$ cat config.mk
export PLATFORM = sky130hd
export DESIGN_NAME = clk_ctrl_flat
export DESIGN_NICKNAME = d
export VERILOG_FILES = /design/src/rtl/clk_ctrl_pkg.sv /design/src/rtl/clk_ctrl_if.sv /design/src/rtl/ce_div.sv /design/src/rtl/clk_ctrl.sv /design/src/flat_wrapper.sv
export SDC_FILE = /design/constraint.sdc
export NUM_CORES = 1
export LEC_CHECK = 0
export CORE_UTILIZATION = 30
export CTS_BUF_LIST = sky130_fd_sc_hd__clkbuf_2
export DETAILED_ROUTE_END_ITERATION = 8
export PLACE_DENSITY_LB_ADDON = 0.2
export SYNTH_ARGS = -nofsm -noshare
export SYNTH_HDL_FRONTEND = slang
export SYNTH_SLANG_ARGS = --single-unit
$ cat constraint.sdc
create_clock -name CLK -period 1.8 [get_ports CLK]
set_clock_uncertainty 0.2 [all_clocks]
set_input_delay 0.27 -clock CLK [delete_from_list [all_inputs] [get_ports CLK]]
set_output_delay 0.27 -clock CLK [all_outputs]
set_load 0.01 [all_outputs]
$ cat src/rtl/clk_ctrl_pkg.sv
// Shared constants and elaboration-time legality checks for clk_ctrl.
package clk_ctrl_pkg;

  localparam logic [1:0] MODE_RUN  = 2'b00;
  localparam logic [1:0] MODE_STEP = 2'b01;
  localparam logic [1:0] MODE_HALT = 2'b10;

  // Reset pulse must last at least one tick and leave room for a low phase in a loop.
  function automatic bit res_cfg_ok(int unsigned period, int unsigned width);
    if (width < 1) return 1'b0;
    if (period > 0 && width >= period) return 1'b0;
    return 1'b1;
  endfunction

  // Largest tick_cnt value must be representable in loop_w bits.
  function automatic bit loop_fits(int unsigned loop_w, int unsigned period, int unsigned width);
    longint unsigned top_val;
    top_val = (period > 0) ? longint'(period) - 1 : longint'(width);
    if (loop_w >= 32) return 1'b1;
    return top_val < (64'd1 << loop_w);
  endfunction

endpackage

$ cat src/rtl/clk_ctrl_if.sv
// Control/status bundle between a controller (master) and clk_ctrl (slave).
interface clk_ctrl_if #(
  parameter int unsigned DIV_W  = 32,
  parameter int unsigned LOOP_W = 8
);
  logic [DIV_W-1:0]  div_in;
  logic              div_load;
  logic [1:0]        mode;
  logic              step;
  logic              ce;
  logic              clk_slow;
  logic              res_out;
  logic [LOOP_W-1:0] tick_cnt;

  modport master (
    output div_in, div_load, mode, step,
    input  ce, clk_slow, res_out, tick_cnt
  );

  modport slave (
    input  div_in, div_load, mode, step,
    output ce, clk_slow, res_out, tick_cnt
  );
endinterface

$ cat src/rtl/ce_div.sv
// Loadable divide counter; tc flags the terminal count while running.
module ce_div #(
  parameter int unsigned DIV_W       = 32,
  parameter int unsigned DIV_DEFAULT = 6000000
) (
  input  logic             CLK,
  input  logic             R,
  input  logic             run,
  input  logic [DIV_W-1:0] div_in,
  input  logic             div_load,
  output logic             tc
);

  localparam logic [DIV_W-1:0] DivRst = DIV_W'(DIV_DEFAULT);

  logic [DIV_W-1:0] div_reg;
  logic [DIV_W-1:0] cntr;

  // Equality compare only; any restart forces cntr to 0 so it never runs past div_reg.
  assign tc = run && (cntr == div_reg);

  // Counter and divide register; a load restarts counting from 0 with the new ratio.
  always_ff @(posedge CLK) begin
    if (R) begin
      div_reg <= DivRst;
      cntr    <= '0;
    end else if (div_load) begin
      div_reg <= div_in;
      cntr    <= '0;
    end else if (!run || tc) begin
      cntr <= '0;
    end else begin
      cntr <= cntr + DIV_W'(1);
    end
  end

endmodule

$ cat src/rtl/clk_ctrl.sv
// Clock-enable generator with run/step/halt modes and a periodic CPU reset loop.
module clk_ctrl
  import clk_ctrl_pkg::*;
#(
  parameter int unsigned DIV_W       = 32,
  parameter int unsigned DIV_DEFAULT = 6000000,
  parameter int unsigned LOOP_W      = 8,
  parameter int unsigned RES_PERIOD  = 16,
  parameter int unsigned RES_WIDTH   = 1
) (
  input  logic      CLK,
  input  logic      R,
  clk_ctrl_if.slave bus
);

  if (!res_cfg_ok(RES_PERIOD, RES_WIDTH) || !loop_fits(LOOP_W, RES_PERIOD, RES_WIDTH))
  begin : g_cfg_err
    $error("clk_ctrl: illegal RES_PERIOD/RES_WIDTH/LOOP_W combination");
  end

  localparam logic [LOOP_W-1:0] TickLast = LOOP_W'(RES_PERIOD == 0 ? 0 : RES_PERIOD - 1);
  localparam logic [LOOP_W-1:0] TickSat  = LOOP_W'(RES_WIDTH);

  logic              run;
  logic              step_mode;
  logic              tc;
  logic              ce_d;
  logic              ce_q;
  logic              step_q;
  logic              clk_slow_q;
  logic              res_q;
  logic [LOOP_W-1:0] tick_d;
  logic [LOOP_W-1:0] tick_q;

  assign run       = (bus.mode == MODE_RUN);
  assign step_mode = (bus.mode == MODE_STEP);

  ce_div #(
    .DIV_W       (DIV_W),
    .DIV_DEFAULT (DIV_DEFAULT)
  ) u_ce_div (
    .CLK      (CLK),
    .R        (R),
    .run      (run),
    .div_in   (bus.div_in),
    .div_load (bus.div_load),
    .tc       (tc)
  );

  // Mode mux: divider strobe in run, step rising edge in step, nothing in halt.
  always_comb begin
    ce_d = 1'b0;
    if (run) begin
      ce_d = tc;
    end else if (step_mode) begin
      ce_d = bus.step & ~step_q;
    end
  end

  // Reset-loop position advances once per completed ce cycle.
  always_comb begin
    tick_d = tick_q;
    if (ce_q) begin
      if (RES_PERIOD == 0) begin
        if (tick_q < TickSat) tick_d = tick_q + LOOP_W'(1);
      end else begin
        tick_d = (tick_q == TickLast) ? '0 : tick_q + LOOP_W'(1);
      end
    end
  end

  // Output and loop registers; res_out tracks the new tick value in the same edge.
  always_ff @(posedge CLK) begin
    if (R) begin
      step_q     <= 1'b0;
      ce_q       <= 1'b0;
      clk_slow_q <= 1'b0;
      tick_q     <= '0;
      res_q      <= 1'b1;
    end else begin
      step_q     <= bus.step;
      ce_q       <= ce_d;
      clk_slow_q <= clk_slow_q ^ ce_d;
      tick_q     <= tick_d;
      res_q      <= (tick_d < TickSat);
    end
  end

  assign bus.ce       = ce_q;
  assign bus.clk_slow = clk_slow_q;
  assign bus.res_out  = res_q;
  assign bus.tick_cnt = tick_q;

endmodule

$ cat src/flat_wrapper.sv
// flat-port wrapper written by rule: the top's interface ports become plain ports
module clk_ctrl_flat import clk_ctrl_pkg::*;
#(
  parameter int unsigned DIV_W       = 32,
  parameter int unsigned DIV_DEFAULT = 6000000,
  parameter int unsigned LOOP_W      = 8,
  parameter int unsigned RES_PERIOD  = 16,
  parameter int unsigned RES_WIDTH   = 1
)
  (CLK, R, bus_div_in, bus_div_load, bus_mode, bus_step, bus_ce, bus_clk_slow, bus_res_out, bus_tick_cnt);
  clk_ctrl_if #(.DIV_W(DIV_W), .LOOP_W(LOOP_W)) bus_i ();
  input  logic CLK;
  input  logic R;
  input wire logic [$bits(bus_i.div_in)-1:0] bus_div_in;
  input wire logic [$bits(bus_i.div_load)-1:0] bus_div_load;
  input wire logic [$bits(bus_i.mode)-1:0] bus_mode;
  input wire logic [$bits(bus_i.step)-1:0] bus_step;
  output wire logic [$bits(bus_i.ce)-1:0] bus_ce;
  output wire logic [$bits(bus_i.clk_slow)-1:0] bus_clk_slow;
  output wire logic [$bits(bus_i.res_out)-1:0] bus_res_out;
  output wire logic [$bits(bus_i.tick_cnt)-1:0] bus_tick_cnt;
  assign bus_i.div_in = bus_div_in;
  assign bus_i.div_load = bus_div_load;
  assign bus_i.mode = bus_mode;
  assign bus_i.step = bus_step;
  assign bus_ce = bus_i.ce;
  assign bus_clk_slow = bus_i.clk_slow;
  assign bus_res_out = bus_i.res_out;
  assign bus_tick_cnt = bus_i.tick_cnt;
  clk_ctrl #(.DIV_W(DIV_W), .DIV_DEFAULT(DIV_DEFAULT), .LOOP_W(LOOP_W), .RES_PERIOD(RES_PERIOD), .RES_WIDTH(RES_WIDTH)) u_core (.CLK(CLK), .R(R), .bus(bus_i));
endmodule
==> results.md <==
* Status: finished with violations
* Violated checks: design-rule violations, negative setup slack
* Gr ovfl total at 0
* Net Sw Frac at 0.257
* Largest cells by area after synthesis: dfxtp_1, xor2_1, nor2_1
* Highest clock rate at 0.483 GHz
* Max stage delay on crit path at 0.38 ns
* Largest net degree at the start of global routing at 33
* Max Slew Vio Count at 0
* Max-Cap Viols at 0
* VDD IR max at 0.376 mV
* Comb pwr share at 0.108
* Internal power at 0.00223 W
* Cell accounting for the most synthesized area: dfxtp_1
* Synth top area share at 0.423
* Top_reg_cell synth: dfxtp_1
* DIE AREA at approximately 12000 um2
* CTS tree: built
* WHS at 0.0948 ns
* Clock power frac at 0.303
* Clock slew at reported path FFs at 0.20 ns
* Fillcell total at around 1100
* Final Hold Fails at 0
* Synthesized area per cell at 9.25 um2
* Number of port buffers at 48
* Die height at 112 um
* Total I/O pin count at just under 50
* Synth Cell Area at 3600 um2
* Final min period at 2.07 ns
* Setup CP Type: reg -> reg
* Routed WL at approximately 8700 um
* Netlist cell types at 48
* Sequential share of the synthesized area at 0.423
* Critical path startpoint category: flop
* Max Buffers Root-to-Sink at 2
* Share of cells above drive strength 1 at 0.270
* Part of the power in registers at 0.589
* Final setup margin at -0.269 ns
* DRC violations left at 4
* Num CTS Buffers at 9
* Crit path capture type: flop
* Core Area at 11600 um2
* WP data required at 2.02 ns
* Die Wd at around 110 um
* Vias in the first global route at 2963
* Via density at 4.60
* Switching power total at 0.000771 W
* Layout area overhead at 38.9%
* Hold_buf cts at 0
* GRT Overall Usage at 0.152
* Worst-Margin Slew at 0.481 ns
* Hold WC Path Type: in -> reg
* RSZ-0062 raised after global routing: yes
* Global-route wire length before repair at 14600 um
* Final net count at about 540
* H-tree depth at 3
* Routed WL per cell at between 10 and 15 um
* CTS sink cnt at 76
* Syn Nets at 429
* Crit share post-route at 1.15
* Routed vias at between 2000 and 3000
* Power Total at 0.00300 W
* Placement row count at 39
* Root Driver: clkbuf_2
* Register area at 1560 um2
* Yosys warnings at 0
* Initial Util at 0.311
* Post-synth EDFFs at 0
* Worst EP arrival at 2.29 ns
* Met1 GRT Util at 0.195
* #FFs+latches synth at 76
* Antenna violations before repair at 1
* Dpl hpwl at 6350 um
* Antenna viol nets, final at 0
* CP max stage cell: dfxtp_2
* GRT met3 Usage at 0.0381
* Clk_lat worst skew at about 0.51 ns
* Power Dens Cells at 601 nW/um2
* P_leak at 2.10 nW
* Relative slew slack at 0.676
* Area of the multi-input gates at 2090 um2
* First drt pass iteration count at 6
* CP cell instances: xor2_2, nor4_4, nand4_1, buf_4, o21ai_4, buf_12, nor2_1
* 1st-iter DRT viols at 146
* Synth Instances at 389
* GPL Wtd Cong at 0.833
* Most used routing layer: met2
* Final setup vio count at 34
* Worst Path Max Fanout at 32
* GRT met2 Usage at 0.243
* Ys async rst share at 0
[critical path: cells and delay by family, from the launching register on]
kind	cells	cell delay (ns)
AO/OA/AOI/OAI	1	0.16
XOR/XNOR	1	0.18
buffers and inverters	2	0.42
flip-flops	1	0.38
AND/OR/NAND/NOR	3	0.64
[placed cells by master, fill, tap and decap left out, drive strengths merged, types with 2 or more instances in the layout]
cell type / count
nor2b: 12
xnor2: 26
clkinvlp: 2
clkinv: 2
and3: 4
ha: 2
buf: 77
nand2b: 2
mux2i: 22
o211ai: 2
dfxtp: 76
dlygate4sd2: 9
a21oi: 3
or2: 2
a211o: 10
nor3: 14
nand4: 11
xor2: 44
clkbuf: 11
nor4: 17
or4: 2
and4: 4
nand3: 13
clkdlybuf4s50: 36
inv: 6
nand2: 18
nor2: 66
[what timing repair did]
| action | 4_1_cts | 5_1_grt |
|---|---|---|
| resized for setup | 39 | 15 |
| gates cloned | 0 | 0 |
| buffers inserted | 10 | 1 |
| endpoints found under the setup margin | 46 | 37 |
| pin swaps | 2 | 5 |
[cell families (layout without fill, tap and decap cells)]
logic type,Yosys count,count (layout),share of synthesized area
buf+inv,25,144,0.0348
simple gates,172,172,0.256
other cells,0,1,0
mux,22,22,0.0612
compound gates,22,22,0.0473
fa+ha+maj,2,2,0.00696
flops,76,76,0.423
xor+xnor,70,70,0.170
[metal layers]
layer  part of all wire  routed length [um]
met2               0.47                4100
met1               0.48                4180
met5                  0                   0
met4              0.015                 132
met3              0.037                 327
[area by class of cell]
class | instances | share of cell area
multi-input cells | 288 | 0.418
flip-flops and latches | 76 | 0.312
repair buffers | 123 | 0.208
well taps | 143 | 0.0358
clock inverters | 5 | 0.0108
clock buffers | 10 | 0.0100
inverters | 6 | 0.00451
diodes | 1 | 0.000501
[worst paths after layout]
| check | slack [ns] | cells past startpoint | from | end |
|---|---|---|---|---|
| worst max register to register | -0.27 | 7 | u_core.u_ce_div.div_reg[23] | u_core.u_ce_div.cntr[6] |
| worst min register to register | 0.34 | 2 | u_core.u_ce_div.div_reg[0] | u_core.u_ce_div.div_reg[0] |
| worst max-delay path | -0.27 | 7 | u_core.u_ce_div.div_reg[23] | u_core.u_ce_div.cntr[6] |
| worst min-delay path | 0.09 | 5 | bus_div_load | u_core.u_ce_div.cntr[29] |
[power by group through the flow]
| stage | registers, W | logic [W] | clock network [W] |
|---|---|---|---|
| after global placement | 0.00181 | 0.000307 | 0 |
| after global routing | 0.00178 | 0.000357 | 0.00103 |
| after detailed placement | 0.00181 | 0.000310 | 0 |
| after CTS | 0.00177 | 0.000318 | 0.000962 |
| after floorplan | 0.00180 | 0.000152 | 0 |
| final | 0.00177 | 0.000324 | 0.000909 |
[cells in the mapped netlist, drive strengths merged, types with 3 or more instances]
cell and instances:
dfxtp 76, nor2 66, xor2 44, xnor2 26
mux2i 22, nand2 18, nor4 17, nor3 14
nand3 13, nor2b 12, nand4 11, a211o 10
clkbuf 10, buf 9, inv 6, and3 4
and4 4, a21oi 3
[stage by stage]
stage               std cells  area (um2)   util  setup TNS, ns  setup WS [ns]
finish                    652        5000  0.432          -8.52         -0.269
detailed placement        625        4690  0.406         -10.87         -0.462
global route              652        5000  0.432         -11.88         -0.383
floorplan                 389        3660      -         -0.715         -0.118
CTS                       650        4920  0.426          -9.02         -0.286
global placement          625        4690  0.406         -15.58         -0.576
Power figures use the tool's default switching activity.
